**src/rtl/instr_encoder_pkg.sv**
```systemverilog
// Shared instruction-format definitions: opcodes, class bit positions and field ranges.
// Used by the encoder here and by the CPU decoder.
package instr_encoder_pkg;

    localparam int CLASS_W = 7;

    // Bit positions of each class inside the one-hot class vector
    localparam int CLS_R   = 6;
    localparam int CLS_ORI = 5;
    localparam int CLS_LW  = 4;
    localparam int CLS_SW  = 3;
    localparam int CLS_BEQ = 2;
    localparam int CLS_LUI = 1;
    localparam int CLS_JAL = 0;

    localparam logic [CLASS_W-1:0] CLASS_R   = 7'b1000000;
    localparam logic [CLASS_W-1:0] CLASS_ORI = 7'b0100000;
    localparam logic [CLASS_W-1:0] CLASS_LW  = 7'b0010000;
    localparam logic [CLASS_W-1:0] CLASS_SW  = 7'b0001000;
    localparam logic [CLASS_W-1:0] CLASS_BEQ = 7'b0000100;
    localparam logic [CLASS_W-1:0] CLASS_LUI = 7'b0000010;
    localparam logic [CLASS_W-1:0] CLASS_JAL = 7'b0000001;

    localparam logic [5:0] OP_RTYPE = 6'b000000;
    localparam logic [5:0] OP_ORI   = 6'b001101;
    localparam logic [5:0] OP_LW    = 6'b100011;
    localparam logic [5:0] OP_SW    = 6'b101011;
    localparam logic [5:0] OP_BEQ   = 6'b000100;
    localparam logic [5:0] OP_LUI   = 6'b001111;
    localparam logic [5:0] OP_JAL   = 6'b000011;

    localparam int OP_MSB     = 31;
    localparam int OP_LSB     = 26;
    localparam int RS_MSB     = 25;
    localparam int RS_LSB     = 21;
    localparam int RT_MSB     = 20;
    localparam int RT_LSB     = 16;
    localparam int RD_MSB     = 15;
    localparam int RD_LSB     = 11;
    localparam int SHAMT_MSB  = 10;
    localparam int SHAMT_LSB  = 6;
    localparam int FUNCT_MSB  = 5;
    localparam int FUNCT_LSB  = 0;
    localparam int IMM_MSB    = 15;
    localparam int IMM_LSB    = 0;
    localparam int TARGET_MSB = 25;
    localparam int TARGET_LSB = 0;

    typedef struct packed {
        logic [4:0]  rs;
        logic [4:0]  rt;
        logic [4:0]  rd;
        logic [5:0]  funct;
        logic [15:0] imm;
        logic [25:0] target;
    } instr_fields_t;

    function automatic logic is_onehot(input logic [CLASS_W-1:0] c);
        return (c != '0) && ((c & (c - 7'd1)) == '0);
    endfunction

endpackage

```
**src/rtl/instr_fifo.sv**
```systemverilog
// Small synchronous FIFO holding encoded instructions awaiting a memory write.
// DEPTH must be a power of two so the pointers wrap naturally.
module instr_fifo #(
    parameter int DEPTH = 4,
    parameter int WIDTH = 32
) (
    input  logic                         clk,
    input  logic                         reset,
    input  logic                         push,
    input  logic [WIDTH-1:0]             din,
    input  logic                         pop,
    output logic [WIDTH-1:0]             dout,
    output logic [$clog2(DEPTH+1)-1:0]   count
);

    localparam int PTR_W = $clog2(DEPTH);
    localparam int CNT_W = $clog2(DEPTH+1);

    logic [WIDTH-1:0] mem [DEPTH];
    logic [PTR_W-1:0] wr_ptr;
    logic [PTR_W-1:0] rd_ptr;
    logic             push_ok;
    logic             pop_ok;

    assign push_ok = push && (count != CNT_W'(DEPTH));
    assign pop_ok  = pop && (count != '0);
    assign dout    = mem[rd_ptr];

    // Storage is cleared on reset so the head reads as zero while empty
    always_ff @(posedge clk or posedge reset) begin
        if (reset) begin
            for (int i = 0; i < DEPTH; i++) mem[i] <= '0;
            wr_ptr <= '0;
            rd_ptr <= '0;
            count  <= '0;
        end else begin
            if (push_ok) begin
                mem[wr_ptr] <= din;
                wr_ptr      <= wr_ptr + 1'b1;
            end
            if (pop_ok) rd_ptr <= rd_ptr + 1'b1;
            case ({push_ok, pop_ok})
                2'b10:   count <= count + 1'b1;
                2'b01:   count <= count - 1'b1;
                default: count <= count;
            endcase
        end
    end

endmodule

```
**src/rtl/instr_encoder.sv**
```systemverilog
// Encodes instruction requests into 32-bit words and streams them into
// instruction memory at consecutive word addresses through a 4-entry FIFO.
module instr_encoder
    import instr_encoder_pkg::*;
(
    input  logic                clk,
    input  logic                reset,
    input  logic                in_valid,
    output logic                in_ready,
    input  logic [CLASS_W-1:0]  in_class,
    input  logic [4:0]          in_rs,
    input  logic [4:0]          in_rt,
    input  logic [4:0]          in_rd,
    input  logic [5:0]          in_funct,
    input  logic [15:0]         in_imm,
    input  logic [25:0]         in_target,
    output logic                im_we,
    input  logic                im_ready,
    output logic [9:0]          im_addr,
    output logic [31:0]         im_wdata,
    output logic [7:0]          bad_cnt,
    output logic                wrapped
);

    instr_fields_t f;
    logic [31:0]   enc_word;
    logic [2:0]    fifo_count;
    logic          accept;
    logic          push;
    logic          bad;
    logic          pop;

    assign f = '{rs: in_rs, rt: in_rt, rd: in_rd, funct: in_funct,
                 imm: in_imm, target: in_target};

    assign in_ready = (fifo_count != 3'd4);
    assign im_we    = (fifo_count != 3'd0);
    assign accept   = in_valid && in_ready;
    assign push     = accept && is_onehot(in_class);
    assign bad      = accept && !is_onehot(in_class);
    assign pop      = im_we && im_ready;

    always_comb begin
        enc_word = '0;
        case (in_class)
            CLASS_R: begin
                enc_word[OP_MSB:OP_LSB]       = OP_RTYPE;
                enc_word[RS_MSB:RS_LSB]       = f.rs;
                enc_word[RT_MSB:RT_LSB]       = f.rt;
                enc_word[RD_MSB:RD_LSB]       = f.rd;
                enc_word[SHAMT_MSB:SHAMT_LSB] = 5'd0;
                enc_word[FUNCT_MSB:FUNCT_LSB] = f.funct;
            end
            CLASS_ORI, CLASS_LW, CLASS_SW, CLASS_BEQ: begin
                enc_word[OP_MSB:OP_LSB]   = in_class[CLS_ORI] ? OP_ORI :
                                            in_class[CLS_LW]  ? OP_LW  :
                                            in_class[CLS_SW]  ? OP_SW  : OP_BEQ;
                enc_word[RS_MSB:RS_LSB]   = f.rs;
                enc_word[RT_MSB:RT_LSB]   = f.rt;
                enc_word[IMM_MSB:IMM_LSB] = f.imm;
            end
            CLASS_LUI: begin
                enc_word[OP_MSB:OP_LSB]   = OP_LUI;
                enc_word[RS_MSB:RS_LSB]   = 5'd0;
                enc_word[RT_MSB:RT_LSB]   = f.rt;
                enc_word[IMM_MSB:IMM_LSB] = f.imm;
            end
            CLASS_JAL: begin
                enc_word[OP_MSB:OP_LSB]         = OP_JAL;
                enc_word[TARGET_MSB:TARGET_LSB] = f.target;
            end
            default: enc_word = '0;
        endcase
    end

    instr_fifo #(.DEPTH(4), .WIDTH(32)) u_fifo (
        .clk   (clk),
        .reset (reset),
        .push  (push),
        .din   (enc_word),
        .pop   (pop),
        .dout  (im_wdata),
        .count (fifo_count)
    );

    // The address counter wraps modulo 1024; the first wrap is remembered until reset
    always_ff @(posedge clk or posedge reset) begin
        if (reset) begin
            im_addr <= '0;
            bad_cnt <= '0;
            wrapped <= 1'b0;
        end else begin
            if (pop) begin
                im_addr <= im_addr + 10'd1;
                if (im_addr == 10'd1023) wrapped <= 1'b1;
            end
            if (bad && (bad_cnt != 8'hFF)) bad_cnt <= bad_cnt + 8'd1;
        end
    end

endmodule

```
**config.mk**
```make
export PLATFORM = sky130hd
export DESIGN_NAME = instr_encoder
export DESIGN_NICKNAME = d
export VERILOG_FILES = /design/src/rtl/instr_encoder_pkg.sv /design/src/rtl/instr_fifo.sv /design/src/rtl/instr_encoder.sv
export SDC_FILE = /design/constraint.sdc
export NUM_CORES = 1
export LEC_CHECK = 0
export CORE_ASPECT_RATIO = 0.5
export CORE_MARGIN = 3
export CORE_UTILIZATION = 35
export DETAILED_ROUTE_END_ITERATION = 6
export DONT_BUFFER_PORTS = 1
export PLACE_DENSITY_LB_ADDON = 0.15
export SYNTH_ARGS = -nofsm -noshare
export SYNTH_HDL_FRONTEND = slang
export SYNTH_SLANG_ARGS = --single-unit
```
**constraint.sdc**
```tcl
create_clock -name clk -period 15.6 [get_ports clk]
set_input_delay 3.12 -clock clk [delete_from_list [all_inputs] [get_ports clk]]
set_output_delay 3.12 -clock clk [all_outputs]
set_load 0.02 [all_outputs]
```
Word-level counts from Yosys, hierarchy flattened
Index checks and enable logic that the tools add are counted.

Input bits: 74. Bits in registers: 154. Output and inout bits: 53.

$lt $le $gt $ge: 3. Add/subtract/negate cells: 7. Reduce and logical (&&, ||, !) cells: 16. Bitwise operators: 3. Eq/ne operators: 12. Mux-type cells: 11.

Operators with widths (number): $bwmux W128 (1); $pmux W32 S4 (1); $mux W32 (3); $bmux W32 S2 (1); $demux W32 S2 (1); $mux W6 (3); $add A10 B1 Y10 const B (1); $eq A10 B10 Y1 const B (1); $logic_and A1 B1 Y1 (9); $add A8 B1 Y8 const B (1); $ne A8 B8 Y1 const B (1); $and A7 B7 Y7 (1); $eq A7 B1 Y1 const B (1); $eq A7 B2 Y1 const B (1); $eq A7 B3 Y1 const B (1); $eq A7 B4 Y1 const B (1); $eq A7 B5 Y1 const B (1); $eq A7 B6 Y1 const B (1); $eq A7 B7 Y1 const B (1); $logic_not A7 Y1 (1); $reduce_bool A7 Y1 (1); $sub A7 B1 Y7 const B (1); $ge A3 B3 Y1 const B (2); $not A2 Y3 (2); other kinds (13) (14).

Depth between registers and ports, before layout
Gate-level depths: netlist of run 1.

Depth in word-level cells: 8. Gate-level depth with buffers: 12.

Modules after synthesis
Synthesis of run 1 repeated with hierarchy kept, for this count alone.

Cells, all modules: 531. Area total of the unflattened synthesis: 7539.7 um^2.

Modules (own cells, without submodules): instr_fifo (cells an instance 348, times used 1, area each 5964.5 um^2, sequential area each 3378.2 um^2); instr_encoder (cells an instance 183, times used 1, area each 1575.3 um^2, sequential area each 475.5 um^2).

Worst setup path before layout of run 1
No wires, ideal clock.

Path kind: input to register. Start: input port in_class[1]. End: register u_fifo.count[2]. Arrival time: 5.342 ns. Path slack: 10.178 ns. Required time: 15.521 ns. Cell stages on the path: 12. Path buffers: 2. Cells stage by stage: clkbuf_1 -> nor3b_1 -> o21ai_0 -> a31oi_1 -> buf_2 -> o21ai_0 -> ha_1 -> inv_1 -> fa_1 -> xor2_1 -> nor2_1 -> xor2_1.

Longest elaborated chain between the ends: 8. Elaborated cells on any way between the ends: 11. Classes of those cells: 1 x add/sub; 2 x eq/ne; 1 x mux; 1 x bitwise; 6 x reduce/logical.

Ends and longest elaborated chain: start: declaration (RTL line instr_encoder.sv:10) `input logic [CLASS_W-1:0] in_class,`; $sub A7 B1 Y7 (RTL line instr_encoder_pkg.sv:59) `return (c != '0) && ((c & (c - 7'd1)) == '0);`; $and A7 B7 Y7 (RTL line instr_encoder_pkg.sv:59); $logic_not A7 Y1 (RTL line instr_encoder_pkg.sv:59); $logic_and A1 B1 Y1 (*) (RTL line instr_encoder_pkg.sv:59); $logic_and A1 B1 Y1 (*) (RTL line instr_encoder.sv:39) `assign push = accept && is_onehot(in_class);`; $logic_and A1 B1 Y1 (*) (RTL line instr_fifo.sv:25) `assign push_ok = push && (count != CNT_W'(DEPTH));`; $eq A2 B1 Y1 / $eq A2 B2 Y1 (equally long branches) (RTL line instr_fifo.sv:42) `case ({push_ok, pop_ok})`; $pmux W3 S2 / $reduce_bool A2 Y1 (equally long branches); end signal: assignment (RTL line instr_fifo.sv:43) `2'b10: count <= count + 1'b1;`; end signal: assignment (RTL line instr_fifo.sv:44) `2'b01: count <= count - 1'b1;`; end signal: assignment (RTL line instr_fifo.sv:45) `default: count <= count;`; end: declaration (RTL line instr_fifo.sv:13) `output logic [$clog2(DEPTH+1)-1:0] count`.

Every way passes the cells marked *; elsewhere a longest branch is shown, timed or not. A chain may end at the register's enable or synchronous reset.

Worst setup path after layout of run 1
Start: input port in_class[4]. End: register u_fifo.count[2].

The elaborated chain is that of the path after synthesis.

==> results of run 1 <==
-- worst max path at each step --
stage,slack (ns),cells after the start,end
floorplan,8.44,1,bad_cnt[0]
global placement,9.53,9,u_fifo.count[2]
detailed placement,9.48,9,u_fifo.count[2]
CTS,9.92,9,u_fifo.count[2]
global route,9.71,9,u_fifo.count[2]
finish,9.89,9,u_fifo.count[2]
-- sequential cells by signal, summed over array words and instances, names as in the netlist --
name / cells
bad_cnt: 8
im_addr: 10
u_fifo.count: 3
u_fifo.mem: 124
u_fifo.rd_ptr: 2
u_fifo.wr_ptr: 2
wrapped: 1
-- per-layer routing --
| layer | vias up | track usage [%] | share of wire (%) |
|---|---|---|---|
| li1 | 2250 | - | - |
| met1 | 2483 | 21.6 | 48 |
| met2 | 81 | 26.6 | 47 |
| met3 | 22 | 3.92 | 3.5 |
| met4 | 0 | 6.16 | 1.6 |
| met5 | - | 0 | 0 |
-- worst register-to-register path, cell delays in order, from the launching register on --
cell and delay [ns]:
dfrtp_1 0.43, nor2_1 0.16, a21boi_1 0.09, buf_4 0.21, o21ai_0 0.23, ha_1 0.28, inv_1 0.06, fa_1 0.37
xor2_1 0.15, nor2_1 0.12, xor2_1 0.16
-- per-stage QoR --
step                total power [mW]  setup WS (ns)
CTS                             1.52           9.92
global placement                1.07           9.53
finish                          1.49           9.89
global route                    1.58           9.71
floorplan                      0.974           8.44
detailed placement              1.08           9.48
-- where the power goes --
part	internal (mW)	leakage (nW)	total, mW	switching (mW)
clock network	0.272	0.310	0.432	0.160
registers	0.516	1.70	0.645	0.129
logic	0.187	2.52	0.414	0.227
total	0.975	4.52	1.49	0.516
-- layout by cell type, fill, tap and decap left out, types with 16 or more instances in the layout --
| cell | Yosys | layout |
|---|---|---|
| clkbuf_16 | 0 | 17 |
| dfrtp_1 | 150 | 148 |
| nor2_1 | 22 | 22 |
| mux4_2 | 31 | 31 |
| xor2_1 | 16 | 16 |
| a21oi_1 | 18 | 18 |
| inv_1 | 101 | 100 |
| mux2i_1 | 93 | 93 |
| a22o_1 | 25 | 25 |
| a22oi_1 | 16 | 16 |
-- kinds of logic (layout without fill, tap and decap cells) --
group	Yosys count	in the layout	synth area share, %
AO/OA/AOI/OAI	91	91	8.84
multiplexers	141	141	23.9
AND/OR/NAND/NOR	91	91	6.61
buffers and inverters	139	143	7.27
adder cells (fa/ha/maj)	8	8	1.41
other	1	1	0.0492
XOR/XNOR	24	24	2.76
flip-flops	150	150	49.2
-- area by class of cell --
class | instances | area share, %
repair buffers | 10 | 0.877
flip-flops and latches | 150 | 43.9
inverters | 101 | 4.49
clock buffers | 24 | 5.86
multi-input cells | 356 | 39.2
well taps | 292 | 4.27
clock inverters | 8 | 1.39
==> flow_summary.yaml, run 1 <==
status:
  status: "finished clean"
final_layout:
  layout.cells.non_filler: 941
  fin_util_pct: 40.8
  antenna_cells: 0
  multiInputGateArea_um2: 3360
  fillers: 1999
  nets: 718
  syn2layout_area_growth_pct: 12.2
  drive_gt1_share_pct: 14.9
  design_area_um2: 8560
  regArea_um2: 3760
critical_path:
  worstPathCellList: "or4_1 -> nor3_4 -> o21ai_0 -> ha_1 -> inv_1 -> fa_1 -> xor2_1 -> nor2_1 -> xor2_1"
  startpoint_type: "input pin"
  reg2reg_slack_ns: 13.28
  cp_data_arrival_time_ns: 6.01
  r2r_cells: 10
  rr_startpoint: "u_fifo.count[0]"
  setup.worst_path.start: "in_class[4]"
  cp.required_ns: 15.91
  critPathKind: "in2reg"
  cpMaxStageDelayCell: "nor3_4"
  setup.worst_path.end_class: "register"
  crit_fanout: 18
  max_stage_delay_ns: 0.92
  r2r_end: "u_fifo.count[2]"
  cp_num_buf_inv: 1
  crit_top_cell: "xor2_1"
  path_delay_family: "simple AND/OR/NAND/NOR gates"
place:
  hpwl_um: 12200
  place_inst: 909
  gp_congestion: 0.754
  post_dp_cell_area_um2: 7940
  portBuffers: 0
clock_tree:
  cts_tree: "yes"
  cts_resized: 0
  postCtsSetupRepairBufs: 0
  path_clk_slew_ns: 0.06
  root_buffer: "clkbuf_16"
  cts.sinks: 150
  cts_buffers: 17
  clock_latency_ns: 0.42
  cts_buffer_depth: 2
  htreeDepth: 4
  hold_buffers: 0
die:
  ios: 127
  row_count: 37
  die_area_um2: 23700
  core_area_um2: 21000
  die_h_um: 110
  fp.dieW_um: 215
  start_util_pct: 36.4
synthesis:
  synth_top_area_share_pct: 49.2
  ys_async_sr_fraction_pct: 100
  synth-seq-cells: 150
  syn_avg_cell_area_um2: 11.8
  synth_largest_area_cell: "dfrtp_1"
  ys.flop_type: "dfrtp_1"
  synth_commonest_cells: "150 x dfrtp_1, 101 x inv_1, 93 x mux2i_1"
  yosysWarnings: 0
  synthDistinctLibCells: 50
  synth_most_common_cell: "dfrtp_1"
  netlist_instances: 645
  syn_nets: 727
  synth_edf_count: 0
  syn-cell-area_um2: 7630
  ys_top_cells_by_area: "dfrtp_1 49%, mux2i_1 12%, mux4_2 9.2%, inv_1 5.0%, a22o_1 2.9%"
  ys_seq_area_share_pct: 49.2
grt:
  grt_pass1_vias: 5035
  gr-usage-all-layers_pct: 16.4
  grt_pass1_wl_um: 29300
  grt_max_degree: 92
  antenna_found_initial: 0
  overflow: 0
flow_run:
  maxCapViolCount: 0
timing:
  maxSlewViolCount: 0
  rsz0062_at_grt: "false"
  finalCritPeriodShare_pct: 36.6
  tns_ns: 0
  setup_violations: 0
  worstMarginPinSlew_ns: 1.12
  relSlewSlack_pct: 24.6
  post-route-min-period_ns: 5.71
  hold_viol: 0
  hold_ws_ns: 0.485
  fin_skew_ns: 0.00555
  max_freq_mhz: 175
pwr:
  cellPowerDensity_nw_per_um2: 174
  power_leakage_nw: 4.52
  ir_drop_uv: 70.5
routing:
  ant_nets: 0
  vias: 4836
  wl_per_cell_um: 19.8
  drt_pass1_iterations: 4
  drc: 0
  detail_route.vias_per_cell: 5.14
  finalWirelength_um: 18600
  drt_iter0_markers: 265
worst_hold_path:
  hp-class: "reg2reg"
  hold_end: "u_fifo.mem[63]"
  worstHoldPathCells: 1
  holdCritStartpoint: "u_fifo.mem[63]"
Power figures use the tool's default switching activity.
==> run 2, diff against run 1 <==
- clock period: 15.6 -> 4.96 ns (I/O delays scaled with it)
==> flow_summary.yaml, run 2 (synthesis results as in run 1) <==
status:
  status: "finished clean"
routing:
  ant_nets: 0
  drc: 0
  drt_iter0_markers: 317
  vias: 4832
  finalWirelength_um: 18700
  detail_route.vias_per_cell: 5.13
  wl_per_cell_um: 19.9
  drt_pass1_iterations: 6
timing:
  finalCritPeriodShare_pct: 67.7
  tns_ns: 0
  hold_ws_ns: 0.495
  setup_violations: 0
  worstMarginPinSlew_ns: 1.10
  post-route-min-period_ns: 3.36
  maxSlewViolCount: 0
  max_freq_mhz: 298
  rsz0062_at_grt: "false"
  relSlewSlack_pct: 26.8
  hold_viol: 0
  fin_skew_ns: 0.00808
critical_path:
  setup.worst_path.start: "u_fifo.rd_ptr[0]"
  cp.required_ns: 3.97
  critPathKind: "reg2out"
  cp_data_arrival_time_ns: 2.36
  setup.worst_path.end_class: "output pin"
  startpoint_type: "register"
  cpMaxStageDelayCell: "dfrtp_2"
  reg2reg_slack_ns: 2.66
  crit_fanout: 18
  max_stage_delay_ns: 0.79
  worstPathCellList: "buf_4 -> mux4_2"
  rr_startpoint: "u_fifo.count[0]"
die:
  core_area_um2: 21000
  start_util_pct: 36.4
  row_count: 37
  die_area_um2: 23700
  fp.dieW_um: 215
  die_h_um: 110
  ios: 127
clock_tree:
  cts_buffers: 17
  cts_buffer_depth: 2
  clock_latency_ns: 0.43
  cts_tree: "yes"
  root_buffer: "clkbuf_16"
  cts.sinks: 150
  hold_buffers: 0
  path_clk_slew_ns: 0.06
  postCtsSetupRepairBufs: 0
  cts_resized: 0
  htreeDepth: 4
grt:
  grt_pass1_wl_um: 29700
  grt_pass1_vias: 5072
  grt_max_degree: 151
  gr-usage-all-layers_pct: 16.6
  antenna_found_initial: 0
  overflow: 0
pwr:
  power_leakage_nw: 4.48
  cellPowerDensity_nw_per_um2: 536
  ir_drop_uv: 247
final_layout:
  nets: 718
  top_regs: "u_fifo.mem: 124 flops, im_addr: 10 flops, bad_cnt: 8 flops"
  final_common_cell: "dfrtp_1"
  largest_reg_flops: 124
  antenna_cells: 0
  drive_gt1_share_pct: 15.3
  largest_register: "u_fifo.mem"
  syn2layout_area_growth_pct: 11.5
  fillers: 1992
  final_cell_mix: "148 x dfrtp_1, 100 x inv_1, 93 x mux2i_1, 31 x mux4_2, 25 x a22o_1"
worst_hold_path:
  holdCritStartpoint: "u_fifo.mem[49]"
  hp-class: "reg2reg"
place:
  gp_congestion: 0.743
  hpwl_um: 12400
  portBuffers: 0
flow_run:
  maxCapViolCount: 0
run 2: worst paths after layout:
path	endpoint	cells past startpoint
max reg2reg	u_fifo.count[2]	10
max	im_wdata[12]	2
min in group asynchronous	u_fifo.count[2]	2
min	u_fifo.mem[49]	1
min reg2reg	u_fifo.mem[49]	1
max in group asynchronous	u_fifo.mem[68]	2
run 2: per-stage QoR:
stage	std cells	power [mW]	setup slack, ns	utilization (%)	area [um2]
5_1_grt	941	4.87	1.41	40.6	8510
6_report	941	4.56	1.60	40.6	8510
4_1_cts	941	4.64	1.50	40.6	8510
3_5_place_dp	909	3.39	1.47	37.9	7950
3_3_place_gp	909	3.36	1.52	37.9	7950
2_1_floorplan	645	3.06	1.67	-	7630
run 2: critical path, delay by kind of cell, from the launching register on:
| family | cells | cell delay (ns) |
|---|---|---|
| flip-flops | 1 | 0.79 |
| buffers and inverters | 1 | 0.46 |
| multiplexers | 1 | 0.66 |
run 2: where the power goes:
part | internal, mW | switching [mW]
registers | 1.62 | 0.449
logic | 0.589 | 0.682
clock network | 0.691 | 0.523
total | 2.90 | 1.65
run 2: layout make-up:
type                            count  area [um2]  area share (%)
Clock buffer                       21         480            5.65
Sequential cell                   150        3760            44.2
Tap cell                          292         365            4.29
Multi-Input combinational cell    356        3360            39.5
Clock inverter                     11        75.1           0.882
Timing Repair Buffer               10        87.6            1.03
Inverter                          101         383            4.50
run 2: routing by layer:
metal | part of all wire [%] | vias up | global-route usage, %
li1 | - | 2253 | -
met1 | 48 | 2481 | 23.0
met2 | 47 | 84 | 26.7
met3 | 3.7 | 14 | 3.72
met4 | 1.2 | 0 | 4.74
met5 | 0 | - | 0
